## config.mk

```make
export PLATFORM = sky130hd
export DESIGN_NAME = keypad_emulator_flat
export DESIGN_NICKNAME = d
export VERILOG_FILES = /design/src/rtl/keypad_emulator_if.sv /design/src/rtl/keypad_emulator.sv /design/src/flat_wrapper.sv
export SDC_FILE = /design/constraint.sdc
export NUM_CORES = 1
export LEC_CHECK = 0
export CAP_MARGIN = 5
export CORE_ASPECT_RATIO = 0.75
export CORE_MARGIN = 3
export CORE_UTILIZATION = 39
export CTS_BUF_LIST = sky130_fd_sc_hd__clkbuf_2
export DETAILED_ROUTE_END_ITERATION = 6
export REMOVE_ABC_BUFFERS = 1
export SYNTH_ARGS = -nofsm -noshare
export SYNTH_HDL_FRONTEND = slang
export SYNTH_SLANG_ARGS = --single-unit
```

## constraint.sdc

```tcl
create_clock -name clk -period 2.4 [get_ports clk]
set_input_delay 0.72 -clock clk [delete_from_list [all_inputs] [get_ports clk]]
set_output_delay 0.72 -clock clk [all_outputs]
set_load 0.01 [all_outputs]
```

## src/rtl/keypad_emulator_if.sv

```systemverilog
// Key-code push channel for keypad_emulator.
//   key_valid : source offers key_code this cycle
//   key_code  : hex key (0x0..0xF) to press
//   key_ready : emulator queue can accept the offer
// master = key source, slave = keypad_emulator.
interface keypad_emulator_if;
  logic       key_valid;
  logic [3:0] key_code;
  logic       key_ready;

  modport master (output key_valid, output key_code, input key_ready);
  modport slave  (input key_valid, input key_code, output key_ready);
endinterface

```

## src/rtl/keypad_emulator.sv

```systemverilog
// Responder side of a 4x4 keypad row/column scan, standing in for a PmodKYPD.
// Queued key codes are pressed one at a time for HOLD_CYCLES, released for
// GAP_CYCLES, and the active-low column return is driven for the held key
// whenever the scanner pulls that key's row low.
// Ports:
//   clk, rst  : clock, synchronous active-high reset
//   key_if    : key-code push channel (valid/ready), slave side
//   JC_rows   : scanner row drive, active-low
//   JC_cols   : column return, active-low, registered
//   pressed   : a key is currently held
//   cur_key   : key being held or last held
//   key_done  : one-cycle pulse at the end of each key's release gap
//   busy      : queue non-empty or a key sequence in progress
module keypad_emulator #(
  parameter int unsigned HOLD_CYCLES = 20_000_000,
  parameter int unsigned GAP_CYCLES  = 10_000_000,
  parameter int unsigned FIFO_DEPTH  = 4
) (
  input  logic               clk,
  input  logic               rst,
  keypad_emulator_if.slave   key_if,
  input  logic [3:0]         JC_rows,
  output logic [3:0]         JC_cols,
  output logic               pressed,
  output logic [3:0]         cur_key,
  output logic               key_done,
  output logic               busy
);

  localparam int unsigned CNT_MAX = ((HOLD_CYCLES > GAP_CYCLES) ? HOLD_CYCLES : GAP_CYCLES) - 1;
  localparam int unsigned CNT_W   = (CNT_MAX > 1) ? $clog2(CNT_MAX + 1) : 1;
  localparam int unsigned PTR_W   = $clog2(FIFO_DEPTH);
  localparam int unsigned FCNT_W  = $clog2(FIFO_DEPTH + 1);

  typedef enum logic [1:0] {
    S_IDLE    = 2'd0,
    S_PRESS   = 2'd1,
    S_RELEASE = 2'd2
  } state_t;

  state_t              r_state;
  state_t              w_state_nxt;
  logic [CNT_W-1:0]    r_cnt;
  logic [CNT_W-1:0]    w_cnt_nxt;
  logic                w_pop;
  logic                w_pressed_nxt;
  logic                w_done_nxt;

  logic [3:0]          r_mem [FIFO_DEPTH];
  logic [PTR_W-1:0]    r_wr_ptr;
  logic [PTR_W-1:0]    r_rd_ptr;
  logic [FCNT_W-1:0]   r_count;
  logic                w_full;
  logic                w_empty;
  logic                w_push;

  logic [3:0]          r_cur_key;
  logic                r_pressed;
  logic                r_key_done;
  logic [3:0]          r_cols;
  logic [1:0]          w_row;
  logic [1:0]          w_col;
  logic [3:0]          w_cols_nxt;

  assign w_full           = (r_count == FCNT_W'(FIFO_DEPTH));
  assign w_empty          = (r_count == '0);
  assign w_push           = key_if.key_valid && !w_full;
  assign key_if.key_ready = !w_full;

  // Key-code storage; data needs no reset since the pointers gate reads.
  always_ff @(posedge clk) begin
    if (w_push) begin
      r_mem[r_wr_ptr] <= key_if.key_code;
    end
  end

  // Queue pointers and occupancy; pointers wrap naturally (power-of-two depth).
  always_ff @(posedge clk) begin
    if (rst) begin
      r_wr_ptr <= '0;
      r_rd_ptr <= '0;
      r_count  <= '0;
    end else begin
      if (w_push) r_wr_ptr <= r_wr_ptr + PTR_W'(1);
      if (w_pop)  r_rd_ptr <= r_rd_ptr + PTR_W'(1);
      case ({w_push, w_pop})
        2'b10:   r_count <= r_count + FCNT_W'(1);
        2'b01:   r_count <= r_count - FCNT_W'(1);
        default: r_count <= r_count;
      endcase
    end
  end

  // Press/release sequencer state register.
  always_ff @(posedge clk) begin
    if (rst) begin
      r_state <= S_IDLE;
      r_cnt   <= '0;
    end else begin
      r_state <= w_state_nxt;
      r_cnt   <= w_cnt_nxt;
    end
  end

  // Press/release sequencer next-state and output decode.
  always_comb begin
    w_state_nxt   = r_state;
    w_cnt_nxt     = r_cnt;
    w_pop         = 1'b0;
    w_pressed_nxt = 1'b0;
    w_done_nxt    = 1'b0;
    unique case (r_state)
      S_IDLE: begin
        if (!w_empty) begin
          w_pop       = 1'b1;
          w_state_nxt = S_PRESS;
          w_cnt_nxt   = CNT_W'(HOLD_CYCLES - 1);
        end
      end
      S_PRESS: begin
        w_pressed_nxt = 1'b1;
        if (r_cnt == '0) begin
          w_state_nxt = S_RELEASE;
          w_cnt_nxt   = CNT_W'(GAP_CYCLES - 1);
        end else begin
          w_cnt_nxt   = r_cnt - CNT_W'(1);
        end
      end
      S_RELEASE: begin
        if (r_cnt == '0) begin
          w_done_nxt  = 1'b1;
          w_state_nxt = S_IDLE;
        end else begin
          w_cnt_nxt   = r_cnt - CNT_W'(1);
        end
      end
      default: begin
        w_state_nxt = S_IDLE;
      end
    endcase
  end

  // Physical position of the held key on the 4x4 matrix.
  always_comb begin
    w_row = 2'd0;
    w_col = 2'd0;
    case (r_cur_key)
      4'h1: begin w_row = 2'd0; w_col = 2'd0; end
      4'h2: begin w_row = 2'd0; w_col = 2'd1; end
      4'h3: begin w_row = 2'd0; w_col = 2'd2; end
      4'hA: begin w_row = 2'd0; w_col = 2'd3; end
      4'h4: begin w_row = 2'd1; w_col = 2'd0; end
      4'h5: begin w_row = 2'd1; w_col = 2'd1; end
      4'h6: begin w_row = 2'd1; w_col = 2'd2; end
      4'hB: begin w_row = 2'd1; w_col = 2'd3; end
      4'h7: begin w_row = 2'd2; w_col = 2'd0; end
      4'h8: begin w_row = 2'd2; w_col = 2'd1; end
      4'h9: begin w_row = 2'd2; w_col = 2'd2; end
      4'hC: begin w_row = 2'd2; w_col = 2'd3; end
      4'h0: begin w_row = 2'd3; w_col = 2'd0; end
      4'hF: begin w_row = 2'd3; w_col = 2'd1; end
      4'hE: begin w_row = 2'd3; w_col = 2'd2; end
      4'hD: begin w_row = 2'd3; w_col = 2'd3; end
      default: begin w_row = 2'd0; w_col = 2'd0; end
    endcase
  end

  // Only the held key's row is looked at, so extra low rows never alias.
  always_comb begin
    w_cols_nxt = 4'hF;
    if (r_pressed && !JC_rows[w_row]) begin
      w_cols_nxt[w_col] = 1'b0;
    end
  end

  // Registered status and column outputs.
  always_ff @(posedge clk) begin
    if (rst) begin
      r_cur_key  <= 4'h0;
      r_pressed  <= 1'b0;
      r_key_done <= 1'b0;
      r_cols     <= 4'hF;
    end else begin
      if (w_pop) r_cur_key <= r_mem[r_rd_ptr];
      r_pressed  <= w_pressed_nxt;
      r_key_done <= w_done_nxt;
      r_cols     <= w_cols_nxt;
    end
  end

  assign JC_cols  = r_cols;
  assign pressed  = r_pressed;
  assign cur_key  = r_cur_key;
  assign key_done = r_key_done;
  assign busy     = !w_empty || (r_state != S_IDLE);

endmodule

```

## src/flat_wrapper.sv

```systemverilog
// flat-port wrapper written by rule: the top's interface ports become plain ports
module keypad_emulator_flat 
#(
  parameter int unsigned HOLD_CYCLES = 20_000_000,
  parameter int unsigned GAP_CYCLES  = 10_000_000,
  parameter int unsigned FIFO_DEPTH  = 4
)
  (clk, rst, JC_rows, JC_cols, pressed, cur_key, key_done, busy, key_if_key_valid, key_if_key_code, key_if_key_ready);
  keypad_emulator_if key_if_i ();
  input  logic clk;
  input  logic rst;
  input  logic [3:0] JC_rows;
  output logic [3:0] JC_cols;
  output logic pressed;
  output logic [3:0] cur_key;
  output logic key_done;
  output logic busy;
  input wire logic [$bits(key_if_i.key_valid)-1:0] key_if_key_valid;
  input wire logic [$bits(key_if_i.key_code)-1:0] key_if_key_code;
  output wire logic [$bits(key_if_i.key_ready)-1:0] key_if_key_ready;
  assign key_if_i.key_valid = key_if_key_valid;
  assign key_if_i.key_code = key_if_key_code;
  assign key_if_key_ready = key_if_i.key_ready;
  keypad_emulator #(.HOLD_CYCLES(HOLD_CYCLES), .GAP_CYCLES(GAP_CYCLES), .FIFO_DEPTH(FIFO_DEPTH)) u_core (.clk(clk), .rst(rst), .key_if(key_if_i), .JC_rows(JC_rows), .JC_cols(JC_cols), .pressed(pressed), .cur_key(cur_key), .key_done(key_done), .busy(busy));
endmodule
```

==> impl_metrics.csv <==
group,metric,value,unit
pwr,p_clk_share,12.3,%
finish,antenna_cells,0,
global_route,grt_max_degree,30,
place,dp_slack,-0.250,ns
synth,synth_edf_count,16,
clocking,cts.sinks,60,
pwr,p_comb_share,57.6,%
synth,synth_area_leaders,"dfxtp_1, edfxtp_1, ha_1, a21oi_1, o21ai_0",
place,detailed_place_hpwl,6300,um
clocking,clockBufferDepth,2,
synth,synth_top_area_share,26.8,%
global_route,use_met1,27.0,%
pwr,cellLeakagePower,1.58,nW
finish,finalInstanceArea,4160,um^2
finish,drive_above_1_share,24.6,%
clocking,cts_buffers,9,
global_route,grt_pass1_vias,2857,
synth,synthArstFlopShare,0,%
detailed_routing,num_vias,3027,
synth,synth_cell_types,62,
pwr,peakVddDrop,0.000655,V
sta,period_minus_slack,2.30,ns
global_route,globalRouteTotalUtil,18.8,%
synth,yosysWarningCount,0,
floorplan,ioPinCount,23,
global_route,grt_pass1_wl,14300,um
sta,fin_crit_sh,95.7,%
detailed_routing,vias_per_cell,5.69,
sta,drv_slew,0,
finish,fin_nets,446,
floorplan,dieArea,9570,um^2
sta,setup_ws,0.103,ns
run_status,status,"finished clean",
setup_path,cp-start-kind,"flip-flop",
global_route,antenna_found_initial,0,
setup_path,r2r_cells,7,
setup_path,cp_max_fo,14,
place,dpl_cell_area,3900,um^2
floorplan,die-width,112,um
detailed_routing,finalWirelength,8690,um
floorplan,initial_utilization,40.9,%
synth,synthCells,359,
clocking,cts_tree,"yes",
synth,synth_area_leader_cell,"dfxtp_1",
pwr,p_seq_share,30.0,%
sta,finalSetupViolCount,0,
global_route,grt_use_met2,27.4,%
setup_path,r2r-end,"u_core.r_cnt[19]",
global_route,met3_usage,5.35,%
sta,finalHoldViolCount,0,
place,portBuffers,22,
synth,avgSynthCellArea,9.15,um^2
sta,worst_pin_slew,0.431,ns
synth,synth_common_cells,"dfxtp_1, a21oi_1, nand2_1, nor2_1, o21ai_0",
clocking,clkLatencyLatePin,0.50,ns
pwr,p_total,5.28,mW
pwr,internal_power,2.93,mW
global_route,top_usage_layer,"met2",
global_route,globalRouteOverflowTotal,0,
setup_path,r2r_start,"u_core.r_cnt[12]",
detailed_routing,postRouteAntennaNets,0,
sta,fmax,0.435,GHz
detailed_routing,initialDrtViolationCount,302,
synth,ys_seq_elements,60,
pwr,swShare,44.6,%
floorplan,chipHeight,85.5,um
detailed_routing,first_pass_iters,5,
setup_path,cp-endpoint,"u_core.r_cnt[19]",
clocking,clockRootBuffer,"clkbuf_2",
flow_run,maxCapViolations,0,
place,gp_congestion,0.896,
clocking,clkTransAtPathRegs,0.19,ns
synth,syn_area,3280,um^2
synth,synthFlopType,"dfxtp_1",
detailed_routing,wl_per_cell,16.3,um
synth,synth_most_common_cell,"dfxtp_1",
sta,setup_tns,0,ns
synth,yosysSeqAreaShare,41.5,%
finish,syn_to_final_growth,26.6,%
clocking,h-tree-depth,3,
sta,maxSlewHeadroom,71.3,%
sta,finClkSkew,0.0432,ns
setup_path,worstPathRequired,2.80,ns
sta,hold-worst-slack,0.513,ns
setup_path,r2r_slack,0.10,ns
setup_path,end_kind,"flip-flop",
setup_path,critPathLaunch,"u_core.r_cnt[12]",
worst_hold_path,worstHoldPathType,"flip-flop to flip-flop",
floorplan,floorplan.rows,28,
pwr,powerDensity,1270,nW/um^2
setup_path,criticalPathCategory,"flip-flop to flip-flop",
floorplan,core_area,8020,um^2
pwr,power_switching,2.36,mW
detailed_routing,drc,0,
setup_path,arrival,2.70,ns
## state kept, by name, summed over array words and instances (netlist names)
register and count:
u_core.r_mem 16, u_core.r_wr_ptr 2, u_core.r_cnt 25, u_core.JC_cols 4, u_core.pressed 1, u_core.r_count 3, u_core.key_done 1, u_core.r_rd_ptr 2
u_core.r_state 2, u_core.cur_key 4
## per-layer routing
metal  share of wire (%)  up-vias
met1                  50     1445
met5                   0        -
met3                 6.8        7
met4                0.82        0
met2                  42      100
li1                    -     1475
## cell usage in the layout (no fill, tap or decap), types with 4 or more instances in the layout
cell	instances
a211oi_1	5
a21oi_1	27
a22o_1	5
and3_1	7
buf_4	47
clkbuf_2	9
clkdlybuf4s50_1	20
dfxtp_1	36
dfxtp_2	7
edfxtp_1	16
ha_1	11
inv_1	14
mux4_2	4
nand2_1	27
nand3_1	10
nor2_1	27
nor3_1	17
nor4_1	4
o211ai_1	4
o21ai_0	23
o31ai_1	5
or3_1	8
or4_1	6
xor2_1	5
## metrics by stage
stage | std cells | util [%]
3_3_place_gp | 513 | 48.6
6_report | 532 | 51.8
3_5_place_dp | 513 | 48.6
4_1_cts | 531 | 50.4
5_1_grt | 532 | 51.8
2_1_floorplan | 340 | -
## how the worst min path moves through the flow
stage / endpoint / startpoint / depth (start not counted) / slack (ns)
after global placement: u_core.r_cnt[6] / u_core.r_cnt[6] / 2 / 0.48
final: u_core.r_wr_ptr[1] / u_core.r_wr_ptr[1] / 2 / 0.51
after detailed placement: u_core.r_cnt[6] / u_core.r_cnt[6] / 2 / 0.49
after CTS: u_core.r_cnt[6] / u_core.r_cnt[6] / 2 / 0.51
after floorplan: u_core.r_cnt[6] / u_core.r_cnt[6] / 2 / 0.46
after global routing: u_core.JC_cols[3] / u_core.cur_key[3] / 1 / 0.54
## cell families (layout without fill, tap and decap cells)
family | count (synthesis) | count (layout) | synth area share [%]
AOI/OAI and AO/OA | 99 | 99 | 20.3
buffers and inverters | 37 | 105 | 4.95
adders and majority gates | 13 | 13 | 5.18
xor gates and xnor gates | 8 | 8 | 2.13
muxes | 6 | 6 | 3.35
DFF | 60 | 60 | 41.5
and+or+nand+nor | 136 | 136 | 22.6
## worst max-delay path, cell delays in order, from the launching register on
cell,delay (ns)
dfxtp_2,0.36
or4_4,0.53
buf_6,0.16
nor4_4,0.30
buf_12,0.18
nand3_1,0.21
a32o_1,0.30
a22o_1,0.17
## repair_timing
| action | in CTS | in global routing |
|---|---|---|
| pin swaps | 0 | 3 |
| setup endpoints to repair | 5 | 25 |
| setup buffers | 2 | 1 |
| hold buffers | 0 | 0 |
| resized for setup | 12 | 25 |
## layout make-up
class,instances,area [um^2]
clock buffer,9,45.0
clock inverter,7,75.1
tap,105,131
multi-input combinational,262,1870
fill,754,3870
inverter,18,67.6
timing repair buffer,71,598
sequential,60,1370
## power groups by stage
stage	Clock [mW]	Sequential (mW)	Combinational, mW
3_3_place_gp	0	1.57	2.75
5_1_grt	0.729	1.63	3.35
4_1_cts	0.671	1.56	2.84
3_5_place_dp	0	1.57	2.80
6_report	0.652	1.59	3.05
2_1_floorplan	0	1.57	1.61
Power figures use the tool's default switching activity.
